<file path="config.mk">
export PLATFORM = sky130hd
export DESIGN_NAME = psum_drain
export DESIGN_NICKNAME = d
export VERILOG_FILES = /design/src/rtl/pe_array_pkg.sv /design/src/rtl/psum_requant.sv /design/src/rtl/psum_drain.sv
export SDC_FILE = /design/constraint.sdc
export NUM_CORES = 1
export LEC_CHECK = 0
export CAP_MARGIN = 20
export CORE_MARGIN = 2
export CORE_UTILIZATION = 50
export CTS_CLUSTER_DIAMETER = 150
export DETAILED_ROUTE_END_ITERATION = 10
export GPL_TIMING_DRIVEN = 1
export MAX_ROUTING_LAYER = met4
export PLACE_DENSITY = 0.86
export SYNTH_ARGS = -nofsm -noshare
export SYNTH_HDL_FRONTEND = slang
export SYNTH_SLANG_ARGS = --single-unit
export TNS_END_PERCENT = 20
</file>
<file path="constraint.sdc">
create_clock -name clk -period 13.8 [get_ports clk]
set_input_delay 2.76 -clock clk [delete_from_list [all_inputs] [get_ports clk]]
set_output_delay 2.76 -clock clk [all_outputs]
set_load 0.02 [all_outputs]
</file>
<file path="src/rtl/pe_array_pkg.sv">
// rtl/pe_array_pkg.sv - shared widths and drain state encoding for the PE row output path
package pe_array_pkg;

   localparam int NUM_PE             = 8;
   localparam int IFMAP_WIDTH        = 8;
   localparam int WEIGHT_WIDTH       = 8;
   localparam int ACCUMULATION_WIDTH = 3;
   localparam int PSUM_WIDTH         = IFMAP_WIDTH + WEIGHT_WIDTH + ACCUMULATION_WIDTH;
   localparam int FRAC_BITS          = 7;
   localparam int OUT_WIDTH          = 8;

   typedef enum logic {
      IDLE  = 1'b0,
      DRAIN = 1'b1
   } drain_state_t;

endpackage

</file>
<file path="src/rtl/psum_requant.sv">
// rtl/psum_requant.sv - round-half-up requantisation of a psum with output saturation
module psum_requant #(
   parameter int PSUM_WIDTH = 19,
   parameter int FRAC_BITS  = 7,
   parameter int OUT_WIDTH  = 8
) (
   input  logic signed [PSUM_WIDTH-1:0] psum_i,
   output logic signed [OUT_WIDTH-1:0]  data_o
);

   // One guard bit so the rounding add can never wrap.
   localparam int EW = PSUM_WIDTH + 1;
   localparam logic signed [EW-1:0] HALF  = EW'(2 ** (FRAC_BITS - 1));
   localparam logic signed [EW-1:0] MAX_V = EW'(2 ** (OUT_WIDTH - 1) - 1);
   localparam logic signed [EW-1:0] MIN_V = EW'(-(2 ** (OUT_WIDTH - 1)));

   logic signed [EW-1:0] sum;
   logic signed [EW-1:0] rnd;

   // Add half an LSB, drop the fraction (floor), then clamp to the output range.
   always_comb begin
      sum = {psum_i[PSUM_WIDTH-1], psum_i} + HALF;
      rnd = sum >>> FRAC_BITS;
      if (rnd > MAX_V) begin
         data_o = MAX_V[OUT_WIDTH-1:0];
      end else if (rnd < MIN_V) begin
         data_o = MIN_V[OUT_WIDTH-1:0];
      end else begin
         data_o = rnd[OUT_WIDTH-1:0];
      end
   end

endmodule

</file>
<file path="src/rtl/psum_drain.sv">
// rtl/psum_drain.sv - captures a PE row of psums and streams them out requantised
module psum_drain
   import pe_array_pkg::*;
(
   input  logic                           clk,
   input  logic                           nrst,
   input  logic                           en,
   input  logic                           load_i,
   input  logic [NUM_PE*PSUM_WIDTH-1:0]   psum_i,
   output logic                           out_valid_o,
   input  logic                           out_ready_i,
   output logic signed [OUT_WIDTH-1:0]    out_data_o,
   output logic [$clog2(NUM_PE)-1:0]      out_idx_o,
   output logic                           out_last_o,
   output logic                           busy_o,
   output logic                           done_o
);

   localparam int IDX_W = $clog2(NUM_PE);
   localparam logic [IDX_W-1:0] LAST_IDX = IDX_W'(NUM_PE - 1);

   drain_state_t            state_q, state_d;
   logic [IDX_W-1:0]        idx_q, idx_d;
   logic                    done_q, done_d;
   logic                    buf_load;
   logic [PSUM_WIDTH-1:0]   buf_q [NUM_PE];

   // Next-state: capture only from IDLE, advance index on each accepted beat.
   always_comb begin
      state_d  = state_q;
      idx_d    = idx_q;
      done_d   = 1'b0;
      buf_load = 1'b0;
      case (state_q)
         IDLE: begin
            if (load_i) begin
               state_d  = DRAIN;
               idx_d    = '0;
               buf_load = 1'b1;
            end
         end
         DRAIN: begin
            if (out_ready_i) begin
               if (idx_q == LAST_IDX) begin
                  state_d = IDLE;
                  idx_d   = '0;
                  done_d  = 1'b1;
               end else begin
                  idx_d = idx_q + 1'b1;
               end
            end
         end
         default: begin
            state_d = IDLE;
         end
      endcase
   end

   // State, index, done pulse and psum buffer; reset and disable both clear everything.
   always_ff @(posedge clk) begin
      if (!nrst || !en) begin
         state_q <= IDLE;
         idx_q   <= '0;
         done_q  <= 1'b0;
         for (int k = 0; k < NUM_PE; k++) begin
            buf_q[k] <= '0;
         end
      end else begin
         state_q <= state_d;
         idx_q   <= idx_d;
         done_q  <= done_d;
         if (buf_load) begin
            for (int k = 0; k < NUM_PE; k++) begin
               buf_q[k] <= psum_i[k*PSUM_WIDTH +: PSUM_WIDTH];
            end
         end
      end
   end

   psum_requant #(
      .PSUM_WIDTH (PSUM_WIDTH),
      .FRAC_BITS  (FRAC_BITS),
      .OUT_WIDTH  (OUT_WIDTH)
   ) u_requant (
      .psum_i (buf_q[idx_q]),
      .data_o (out_data_o)
   );

   assign out_valid_o = (state_q == DRAIN);
   assign busy_o      = (state_q == DRAIN);
   assign out_idx_o   = idx_q;
   assign out_last_o  = (state_q == DRAIN) && (idx_q == LAST_IDX);
   assign done_o      = done_q;

endmodule

</file>
==> results of run 1 <==
[metrics by stage]
step | utilization [%] | instances
global route | 67.00 | 602
floorplan | - | 343
CTS | 67.00 | 602
detailed placement | 64.96 | 586
finish | 67.00 | 602
global placement | 64.50 | 584
[state kept, by name, summed over array words and instances (netlist names), named ones only]
register and flops:
buf_q 104, out_idx_o 3, busy_o 1, done_o 1
[worst max-delay path, cell delays in order, from the launching register on]
cell             delay [ns]
dfxtp_1                0.76
mux4_2                 0.33
mux2_2                 0.22
ha_1                   0.22
nand3_1                0.24
nor4b_1                0.65
nand3_1                0.16
o31ai_1                0.17
a31oi_1                0.23
o21ai_0                0.23
clkdlybuf4s50_1        0.64
[cells in the mapped netlist]
cell type	number
dfxtp_1	8
nor2_1	10
nand2b_4	1
o211ai_1	1
edfxtp_1	104
mux2_2	4
a211oi_1	1
nor3b_1	1
nor3_1	1
mux4_1	18
buf_6	1
and2_1	79
o41a_2	1
buf_4	2
buf_8	2
buf_2	3
or3_4	1
a32oi_1	1
a21oi_1	2
o21a_1	1
a31oi_1	2
nand2_1	4
o31ai_2	1
o21ai_0	3
ha_1	3
o31ai_1	2
nand3_1	5
xnor2_1	4
a31oi_4	1
nand4b_1	1
mux2i_1	9
nor4b_1	1
o21bai_2	1
xor2_1	4
nand2b_1	1
and3_1	26
o21ai_1	5
or4_4	1
xor2_2	1
mux4_2	8
mux2i_2	1
inv_1	3
clkbuf_1	13
nand4_4	1
[area by class of cell]
type                    count  area (µm²)
multi-input cells         207        1941
clock inverters             7       86.33
fillers                   723        3407
clock buffers               9       123.9
repair buffers            128        1301
well taps                 136       170.2
flip-flops and latches    112        3283
inverters                   3       11.26
[per-layer routing]
layer	part of all wire (%)	vias to the layer above	GRT usage, %
met5	0	-	-
met4	2.2	0	8.442
met3	3.7	18	2.179
met2	54	88	36.39
met1	40	1627	23.79
li1	-	1542	-
[power groups by stage]
stage	sequential [W]	combinational, W	clock, W
5_1_grt	0.000398	0.0000923	0.000222
4_1_cts	0.000397	0.0000868	0.000211
6_report	0.000396	0.0000862	0.000208
3_5_place_dp	0.000404	0.0000862	0
2_1_floorplan	0.000403	0.0000375	0
3_3_place_gp	0.000402	0.0000833	0
[logic make-up (layout without fill, tap and decap cells)]
family | Yosys count | after routing
compound gates | 22 | 22
xor+xnor | 9 | 9
fa+ha+maj | 3 | 3
buf+inv | 24 | 147
flops | 112 | 112
mux | 40 | 40
simple gates | 133 | 133
[final timing paths]
kind | cells past startpoint | startpoint | slack, ns | end
worst max-delay path | 10 | flop | 6.81 | out_data_o[2]
worst min-delay path | 2 | out_idx_o[1]$_SDFFE_PN0P_ | 0.53 | out_idx_o[1]$_SDFFE_PN0P_
worst max register to register | 3 | busy_o$_SDFF_PN0_ | 11.46 | buf_q[2][9]$_SDFFCE_PN0P_
worst min register to register | 2 | out_idx_o[1]$_SDFFE_PN0P_ | 0.53 | out_idx_o[1]$_SDFFE_PN0P_
[placed cells by master (no fill, tap or decap), types with 2 or more instances in the layout]
cell type	netlist	final
a21oi_1	2	2
a31oi_1	2	2
and2_1	79	79
and3_1	26	26
buf_4	2	3
bufinv_16	0	2
clkbuf_8	0	9
clkdlybuf4s50_1	0	123
clkinv_2	0	3
dfxtp_1	8	8
edfxtp_1	104	104
ha_1	3	3
inv_1	3	3
mux2_2	4	4
mux2i_1	9	9
mux4_1	18	18
mux4_2	8	8
nand2_1	4	4
nand3_1	5	4
nor2_1	10	9
o21ai_0	3	3
o21ai_1	5	5
o31ai_1	2	2
xnor2_1	4	4
xor2_1	4	4
==> impl_metrics.toml, run 1 <==
[global_route]
grt_pass1_wl_um = 17050
grt-ovfl-total = 0
grt_usage_pct = 20.48
grt_pass1_vias = 3445
grt_max_degree = 57
antenna_found_initial = 0

[pwr]
vdd_ir_drop_max_uv = 51.78
total_power_w = 0.0006903
p_leak_nw = 2.696
pwr-share-seq_pct = 57.4
p_clk_share_pct = 30.1
internal-power_w = 0.0005420
p_switching_w = 0.0001483
comb_power_share_pct = 12.5
p_sw_share_pct = 21.48
p_per_area_nw_per_um2 = 99.81

[drt]
postRouteAntennaNets = 0
drt-vias-per-instance = 5.440
drtPass1Iterations = 4
dr.first_iter.drc_count = 164
drc = 0
drt-total-wl_um = 11180
wl_per_cell_um = 18.58
vias = 3275

[job]
drv_cap = 0

[clock_network]
cts.clk_slew.worst_paths_ns = 0.09
cts_max_path_buffers = 2
clk_latency_ns = 0.37
tritoncts = "done"
cts-htree-levels = 3
cts.sinks = 112
post_cts_resized = 0
postCtsHoldBufs = 0
cts-root-buf = "clkbuf_8"
numCtsBuffers = 9
cts_setup_buffers = 0

[critical_path]
path_class = "reg -> out"
worstPathMaxFanout = 12
cp.required_ns = 11.04
cp_data_arrival_time_ns = 4.23
start_kind = "flop"
endpoint_kind = "output port"

[floorplanning]
num_rows = 37
core_area_um2 = 10320
die_area_um2 = 11510
die_y_um = 107.3
fp.dieW_um = 107.3
start_util_pct = 51.68
io_pins = 172

[synthesis]
muxShareOfSynthArea_pct = 15.03
synth_top_area_share_pct = 58.54
synth_area_leaders = "edfxtp_1 (59%), and2_1 (9.3%), mux4_1 (8.9%)"
yosys.area.top_type = "edfxtp_1"
yosys_register_bits = 112
ys_seq_area_share_pct = 61.54
synth_compound_area_share_pct = 3.119
synth_top_family_by_area = "simple AND/OR/NAND/NOR gates"
syn_nets = 503
syn_inst = 343
synth_xor_area_share_pct = 1.618
syn_area_per_cell_um2 = 15.55
yosysWarnings = 0
yosys.area_share.simple_pct = 15.53
syn_area_um2 = 5335
synth_cell_types = 44
synth_adder_area_share_pct = 0.7036

[layout]
fin_nets = 621
drive_gt1_share_pct = 9.442
antenna_cells = 0
final_area_um2 = 6917
syn_to_final_growth_pct = 29.64

[sta]
max-slew-margin-rel_pct = 31.13
finalCriticalPeriod_ns = 6.993
hold_violations = 0
drv_slew = 0
max_freq_ghz = 0.1430
finalSetupTns_ns = 0
setup_ws_ns = 6.807
setup_viol = 0
period_share_pct = 50.68
skew_ns = 0.004645
rsz0062_at_grt = "no"
hold_ws_ns = 0.5342
worstMarginPinSlew_ns = 1.030

[placement]
pre_cts_ws_ns = 7.337
dp_hpwl_um = 7814
placed_cell_area_um2 = 6706
gp_congestion = 0.7936
portBuffers = 123

[status]
status = "finished, final reports clean"

[worst_hold_path]
worstHoldPathType = "reg -> reg"
Note: power is estimated with default switching activity, not from simulation.
==> run 2, diff against run 1 <==
--- a/config.mk
+++ b/config.mk
@@ -7,12 +7,12 @@
 export LEC_CHECK = 0
 export CAP_MARGIN = 20
 export CORE_MARGIN = 2
-export CORE_UTILIZATION = 50
+export CORE_UTILIZATION = 42
 export CTS_CLUSTER_DIAMETER = 150
 export DETAILED_ROUTE_END_ITERATION = 10
 export GPL_TIMING_DRIVEN = 1
 export MAX_ROUTING_LAYER = met4
-export PLACE_DENSITY = 0.86
+export PLACE_DENSITY = 0.77
 export SYNTH_ARGS = -nofsm -noshare
 export SYNTH_HDL_FRONTEND = slang
 export SYNTH_SLANG_ARGS = --single-unit
==> constraint.sdc (replaced) <==
create_clock -name clk -period 5.6 [get_ports clk]
set_input_delay 1.12 -clock clk [delete_from_list [all_inputs] [get_ports clk]]
set_output_delay 1.12 -clock clk [all_outputs]
set_load 0.02 [all_outputs]
==> run 2 against run 1 <==
  * Utilization is 10 points lower
  * Register-to-register slack lost 8.2 ns
  * Critical endpoint is now out_data_o[4]
  * Cell area increased by 2.4%
  * Critical path type unchanged
  * Combinational power increased by 150%
  * Largest power group unchanged
  * Worst setup slack got worse by 6.4 ns
==> impl_metrics.toml, run 2 (synthesis results as in run 1) <==
[layout]
top_register = "buf_q"
regArea_um2 = 3283
drive_gt1_share_pct = 9.362
largest_reg_flops = 104
fin_nets = 625
multiInputGateArea_um2 = 1941
antenna_cells = 0
final_common_cell = "clkdlybuf4s50_1"
nFillCells = 1027
final_cell_mix = "clkdlybuf4s50_1 (123), edfxtp_1 (104), and2_1 (79), and3_1 (26), mux4_1 (18)"
syn_to_final_growth_pct = 32.76

[sta]
finalSetupTns_ns = 0
rsz0062_at_grt = "no"
max-slew-margin-rel_pct = 29.85
period_share_pct = 92.94
hold_ws_ns = 0.5493
worstMarginPinSlew_ns = 1.049
setup_viol = 0
finalCriticalPeriod_ns = 5.204
hold_violations = 0
skew_ns = 0.007456
max_freq_ghz = 0.1921
drv_slew = 0

[placement]
dp_hpwl_um = 7653
gp_congestion = 0.8428
portBuffers = 123

[worst_hold_path]
worstHoldPathType = "reg -> reg"

[critical_path]
path_class = "reg -> out"
cp.required_ns = 4.48
crit_end = "out_data_o[4]"
slowest_delay_ns = 0.64
r2r_cells = 3
worstPathMaxFanout = 8
cp_num_cells = 8
path_delay_family = "multiplexers"
r2r-end = "buf_q[4][11]$_SDFFCE_PN0P_"
start_kind = "flop"
cp_slowest_cell = "dfxtp_1"
cp_data_arrival_time_ns = 4.08
crit_buf_inv = 2
rrSetupSlack_ns = 3.26
endpoint_kind = "output port"
path_cells = "buf_4 > mux4_1 > mux2i_1 > xor2_1 > o41a_2 > o31ai_2 > o21ai_0 > clkdlybuf4s50_1"
reg2reg_from = "busy_o$_SDFF_PN0_"

[job]
drv_cap = 0

[pwr]
p_sw_share_pct = 20.11
p_leak_nw = 2.756
comb_power_share_pct = 11.5
p_per_area_nw_per_um2 = 261.3
pwr-share-seq_pct = 52.7
vdd_ir_drop_max_uv = 180.3
internal-power_w = 0.001478
p_switching_w = 0.0003722
p_clk_share_pct = 35.7

[drt]
dr.first_iter.drc_count = 182
drtPass1Iterations = 4
drt-vias-per-instance = 4.995
vias = 3207
postRouteAntennaNets = 0
drc = 0
wl_per_cell_um = 17.40
drt-total-wl_um = 11170

[global_route]
grt_usage_pct = 17.32
grt_pass1_wl_um = 16910
antenna_found_initial = 0
grt-ovfl-total = 0
grt_max_degree = 66
grt_pass1_vias = 3431

[clock_network]
cts-htree-levels = 3
cts_setup_buffers = 0
clk_latency_ns = 0.34
numCtsBuffers = 9
cts.sinks = 112
post_cts_resized = 0
tritoncts = "done"
cts.clk_slew.worst_paths_ns = 0.06
postCtsHoldBufs = 0
cts_max_path_buffers = 2
cts-root-buf = "clkbuf_16"

[floorplanning]
core_area_um2 = 12520
die_area_um2 = 13620
io_pins = 172
num_rows = 41
start_util_pct = 42.62
die_y_um = 116.7
fp.dieW_um = 116.7

[status]
status = "finished, final reports clean"
==> run 2: power by group through the flow <==
stage	Clock, W	Combinational [W]	Sequential, W
final	0.000661	0.000213	0.000976
after global routing	0.000708	0.000229	0.000980
after CTS	0.000675	0.000213	0.000977
after detailed placement	0	0.000212	0.000995
after global placement	0	0.000210	0.000991
after floorplan	0	0.0000923	0.000993
==> run 2: layer usage <==
layer  vias to the layer above  share of wire, %  wire length [µm]  global-route usage (%)
li1                       1553                 -                 -                       -
met1                      1558                43              4840                   21.55
met2                        88                50              5582                   28.17
met3                         8               5.9               663                   4.567
met4                         0              0.76                85                   4.863
met5                         -                 0                 0                       -
==> run 2: worst reg2reg max path: cells and delay by family (launching register included) <==
family        cells  cell delay [ns]
buf+inv           1             0.59
flops             1             0.50
simple gates      2             0.97
==> run 2: worst min-delay path by stage <==
stage / to / startpoint / depth (start not counted)
2_1_floorplan: flop / out_idx_o[1]$_SDFFE_PN0P_ / 2
3_3_place_gp: out_idx_o[1]$_SDFFE_PN0P_ / out_idx_o[1]$_SDFFE_PN0P_ / 2
3_5_place_dp: out_idx_o[1]$_SDFFE_PN0P_ / out_idx_o[1]$_SDFFE_PN0P_ / 2
4_1_cts: out_idx_o[1]$_SDFFE_PN0P_ / out_idx_o[1]$_SDFFE_PN0P_ / 2
5_1_grt: out_idx_o[1]$_SDFFE_PN0P_ / out_idx_o[1]$_SDFFE_PN0P_ / 2
6_report: out_idx_o[1]$_SDFFE_PN0P_ / out_idx_o[1]$_SDFFE_PN0P_ / 2
==> run 2: stage by stage <==
| stage | util [%] | instance area [µm²] | setup slack (ns) | total power (W) | std cells |
|---|---|---|---|---|---|
| finish | 56.59 | 7083 | 0.3956 | 0.001850 | 642 |
| global route | 56.59 | 7083 | 0.01095 | 0.001917 | 642 |
| CTS | 56.39 | 7058 | 0.3717 | 0.001865 | 641 |
| detailed placement | 53.96 | 6754 | 0.7469 | 0.001208 | 625 |
| global placement | 53.96 | 6754 | 0.8245 | 0.001201 | 625 |
| floorplan | - | 5335 | 0.7125 | 0.001085 | 343 |
==> run 2: cell type report <==
| class | count | area share [%] |
|---|---|---|
| flip-flops and latches | 112 | 46.35 |
| multi-input cells | 207 | 27.40 |
| repair buffers | 132 | 18.76 |
| clock buffers | 11 | 3.286 |
| well taps | 172 | 3.038 |
| clock inverters | 5 | 1.007 |
| inverters | 3 | 0.1590 |
==> run 3, diff against run 2 <==
--- a/config.mk
+++ b/config.mk
@@ -13,6 +13,7 @@
 export GPL_TIMING_DRIVEN = 1
 export MAX_ROUTING_LAYER = met4
 export PLACE_DENSITY = 0.77
+export RECOVER_POWER = 100
 export SYNTH_ARGS = -nofsm -noshare
 export SYNTH_HDL_FRONTEND = slang
 export SYNTH_SLANG_ARGS = --single-unit
==> run 3 against run 2 <==
  * Sequential share of layout area increased by 0.16 points
  * Critical path depth unchanged
  * Flip-flop and latch count unchanged
  * Final cell count unchanged
  * Register-to-register slack got worse by 0.92 ns
  * Largest cell class unchanged
  * Count of clock-buffer cells in the layout unchanged
  * Fmax decreased by 0.70%
  * Critical path type unchanged
  * The flow now finishes with violations (capacitance limit, slew limit)
==> impl_metrics.toml, run 3 (synthesis results as in run 1) <==
[drt]
dr.first_iter.drc_count = 175
drt-vias-per-instance = 4.966
vias = 3188
drt-total-wl_um = 11230
postRouteAntennaNets = 0
drc = 0
wl_per_cell_um = 17.49
drtPass1Iterations = 4

[pwr]
p_sw_share_pct = 20.22
p_switching_w = 0.0003744
pwr-share-seq_pct = 52.8
internal-power_w = 0.001477
p_clk_share_pct = 35.9
p_leak_nw = 2.738
p_per_area_nw_per_um2 = 262.3
comb_power_share_pct = 11.4
vdd_ir_drop_max_uv = 181.2
total_power_w = 0.001851

[placement]
numPlacedInstances = 625
gp_congestion = 0.8428
dp_hpwl_um = 7653
portBuffers = 123
placed_cell_area_um2 = 6754

[global_route]
grt_usage_pct = 17.32
grt_pass1_vias = 3431
grt_pass1_wl_um = 16910
antenna_found_initial = 0
grt-ovfl-total = 0
grt_max_degree = 66

[layout]
final_cell_mix = "clkdlybuf4s50_1 (114), edfxtp_1 (104), and2_1 (42), and2_0 (37), and3_1 (26)"
largest_reg_flops = 104
fin_nets = 625
syn_to_final_growth_pct = 32.29
drive_gt1_share_pct = 8.723
final_common_cell = "clkdlybuf4s50_1"
antenna_cells = 0
final_cells = 642
final_area_um2 = 7058
regArea_um2 = 3283
top_register = "buf_q"
multiInputGateArea_um2 = 1922
nFillCells = 1030

[floorplanning]
start_util_pct = 42.62
fp.dieW_um = 116.7
io_pins = 172
num_rows = 41
die_y_um = 116.7
core_area_um2 = 12520
die_area_um2 = 13620

[status]
status = "finished, violations left"
violations = "capacitance limit, slew limit"

[sta]
period_share_pct = 93.59
max-slew-margin-rel_pct = -64.91
hold_ws_ns = 0.5510
hold_violations = 0
finalSetupTns_ns = 0
rsz0062_at_grt = "no"
setup_viol = 0
skew_ns = 0.005155
worstMarginPinSlew_ns = 2.465
drv_slew = 115
max_freq_ghz = 0.1908
finalCriticalPeriod_ns = 5.241

[worst_hold_path]
hold_path_end = "out_idx_o[1]$_SDFFE_PN0P_"
worstHoldPathType = "reg -> reg"
min_path_cells = 2
worstHoldStart = "out_idx_o[1]$_SDFFE_PN0P_"

[critical_path]
endpoint_kind = "output port"
cp_data_arrival_time_ns = 4.12
r2r_cells = 4
path_class = "reg -> out"
path_cells = "buf_4 > mux4_1 > mux2i_1 > xor2_1 > o41a_2 > o31ai_2 > o21ai_1 > dlygate4sd3_1"
start_kind = "flop"
reg2reg_from = "busy_o$_SDFF_PN0_"
cp_slowest_cell = "dlygate4sd3_1"
cp.required_ns = 4.48
worstPathMaxFanout = 8
r2r-end = "buf_q[3][7]$_SDFFCE_PN0P_"
slowest_delay_ns = 0.68
rrSetupSlack_ns = 2.34

[clock_network]
cts.sinks = 112
tritoncts = "done"
cts.clk_slew.worst_paths_ns = 0.06
cts_setup_buffers = 0
clk_latency_ns = 0.34
postCtsHoldBufs = 0
post_cts_resized = 0
cts_max_path_buffers = 2
numCtsBuffers = 9
cts-root-buf = "clkbuf_16"
cts-htree-levels = 3

[job]
drv_cap = 2
run 3: cell types whose count changed in the layout (fill, tap and decap cells not counted), sizes merged:
| cell | delta |
|---|---|
| dlygate4sd3 | +9 |
| buf | -2 |
| clkdlybuf4s50 | -9 |
| clkbuf | +2 |
run 3: area by class of cell:
type / instances / area share [%]
Sequential cell: 112 / 46.52
Multi-Input combinational cell: 207 / 27.23
Timing Repair Buffer: 132 / 18.74
Clock buffer: 11 / 3.297
Tap cell: 172 / 3.049
Clock inverter: 5 / 1.010
Inverter: 3 / 0.1595
run 3: worst max-delay path by stage:
| stage | start | to | slack [ns] | cells past startpoint |
|---|---|---|---|---|
| 2_1_floorplan | en | buf_q[0][10]$_SDFFCE_PN0P_ | 0.71 | 2 |
| 3_3_place_gp | flop | out_data_o[4] | 0.82 | 10 |
| 3_5_place_dp | flop | out_data_o[4] | 0.75 | 10 |
| 4_1_cts | flop | out_data_o[4] | 0.37 | 10 |
| 5_1_grt | flop | out_data_o[4] | 0.01 | 10 |
| 6_report | flop | out_data_o[3] | 0.36 | 8 |
run 3: per-stage QoR:
step           setup WS (ns)  util [%]
6_report              0.3590     56.39
3_5_place_dp          0.7469     53.96
4_1_cts               0.3717     56.39
2_1_floorplan         0.7125         -
5_1_grt              0.01095     56.39
3_3_place_gp          0.8245     53.96
run 3: routing by layer:
| layer | routed length, µm | vias up | part of all wire, % | track usage (%) |
|---|---|---|---|---|
| li1 | - | 1550 | - | - |
| met1 | 4845 | 1541 | 43 | 21.55 |
| met2 | 5601 | 90 | 50 | 28.17 |
| met3 | 709 | 7 | 6.3 | 4.567 |
| met4 | 73 | 0 | 0.65 | 4.863 |
| met5 | 0 | - | 0 | - |
run 3: power by group through the flow:
stage	Combinational, W	Sequential [W]	Clock (W)
floorplan	0.0000923	0.000993	0
global placement	0.000210	0.000991	0
detailed placement	0.000212	0.000995	0
CTS	0.000213	0.000977	0.000675
global route	0.000226	0.000981	0.000708
finish	0.000211	0.000977	0.000664
run 3: critical path: cells and delay by family, from the launching register on:
family / cells / cell delay [ns]
buffers and inverters: 2 / 0.98
AOI/OAI and AO/OA: 3 / 0.94
muxes: 2 / 1.07
DFF: 1 / 0.64
xor gates and xnor gates: 1 / 0.14
==> edit, RTL diff (config.mk and constraints of run 1) <==
Change the package constant `WEIGHT_WIDTH` from 8 to 10.
--- a/src/rtl/pe_array_pkg.sv
+++ b/src/rtl/pe_array_pkg.sv
@@ -3,7 +3,7 @@
 
    localparam int NUM_PE             = 8;
    localparam int IFMAP_WIDTH        = 8;
-   localparam int WEIGHT_WIDTH       = 8;
+   localparam int WEIGHT_WIDTH       = 10;
    localparam int ACCUMULATION_WIDTH = 3;
    localparam int PSUM_WIDTH         = IFMAP_WIDTH + WEIGHT_WIDTH + ACCUMULATION_WIDTH;
    localparam int FRAC_BITS          = 7;
Interface: changed (resized psum_i); port bits go from 172 to 188. No check against the original RTL was run, so the function may have changed too.
==> edit against run 1 <==
Routed wire length is 19% higher; final area is 19% higher; global-route usage is 1.2 points higher; critical endpoint is now out_data_o[3]; non-clock buffer count is 17 higher; worst hold slack better by 0.059 ns; core utilization is 1.4 points higher; worst setup slack better by 0.049 ns; total power is 38% higher; synthesized area is 16% higher; sequential power is 15% higher; via count is 19% higher; sequential cell count is 16 higher; synthesized cell count is 18% higher.
==> edit: results (changes against run 1) <==
run_status:
  status: "completed"
cts:
  clk_latency_ns: 0.40  # +0.03 ns
  htreeDepth: 4  # +1
  clockRootBuffer: "clkbuf_16"
  numCtsBuffers: 17  # +8
placed_design:
  place_congestion: 0.872  # +9.8%
  dp_cells: 670  # +14%
  dp_hpwl_um: 8970  # +15%
  io_buffers: 139  # +13%
setup_path:
  cpPeakStageDelay_ns: 0.66  # -0.10 ns
  path_max_fanout: 23  # +11
  cp_top_family: "buffers and inverters"
final_layout:
  final_cells: 704  # +17%
  largest_register_ffs: 120  # +15%
  fillerInstances: 800  # +11%
grt:
  grt_util_all_layers_pct: 21.6  # +1.2 points
  grt_pass1_vias: 4007  # +16%
  grt_max_degree: 77  # +35%
  grt_first_pass_wirelength_um: 20600  # +21%
yosys:
  synthCells: 404  # +18%
  synth.top_cells.by_area: "edfxtp_1 (58%), and2_1 (9.3%), mux4_2 (8.0%)"
pwr:
  vdd_ir_drop_max_uv: 74.6  # +44%
  p_leak_nw: 3.16  # +17%
drt:
  drt_iter0_drc: 256  # +56%
  wl_um: 13300  # +19%
  drt-vias-per-instance: 5.55  # +2.0%
==> edit: cell count changes in the layout (fill, tap and decap cells not counted), moves of 6 or more <==
cell             delta
and2_1             +13
clkbuf_1            +7
clkbuf_16          +17
clkbuf_8            -9
clkdlybuf4s50_1    +16
edfxtp_1           +16
mux4_1             -10
mux4_2             +14
nand2_1             +6
==> edit: final cells by class <==
cell class	count	share of cell area (%)
Tap cell	147	2.24
Timing Repair Buffer	145	17.9
Clock buffer	24	5.50
Sequential cell	128	45.8
Multi-Input combinational cell	249	27.5
Clock inverter	8	0.853
Inverter	3	0.137
==> edit: cell families after synthesis <==
group	synth area share, %
AO/OA/AOI/OAI	3.13
XOR/XNOR	0.711
adder cells (fa/ha/maj)	0.609
buffers and inverters	2.54
flip-flops	61.1
multiplexers	15.3
AND/OR/NAND/NOR	16.6
==> edit: where the power goes <==
part / leakage [nW] / total (mW) / internal [mW] / switching (mW)
clock: 0.252 / 0.400 / 0.246 / 0.155
combinational: 1.47 / 0.0992 / 0.0581 / 0.0411
sequential: 1.44 / 0.455 / 0.449 / 0.00621
==> edit: final timing paths <==
check | from | to | slack [ns] | cells after the start
worst max-delay path | flop | out_data_o[3] | 6.86 | 12
worst min-delay path | out_idx_o[0]$_SDFFE_PN0P_ | flop | 0.59 | 2
worst max register to register | busy_o$_SDFF_PN0_ | buf_q[6][8]$_SDFFCE_PN0P_ | 11.36 | 3
worst min register to register | out_idx_o[0]$_SDFFE_PN0P_ | flop | 0.59 | 2
==> edit: layer usage <==
| layer | GRT usage (%) | wire length (µm) | vias up |
|---|---|---|---|
| li1 | - | - | 1821 |
| met2 | 34.4 | 6720 | 136 |
| met5 | - | 0 | - |
| met3 | 4.27 | 614 | 21 |
| met1 | 27.6 | 5650 | 1929 |
| met4 | 8.51 | 280 | 0 |
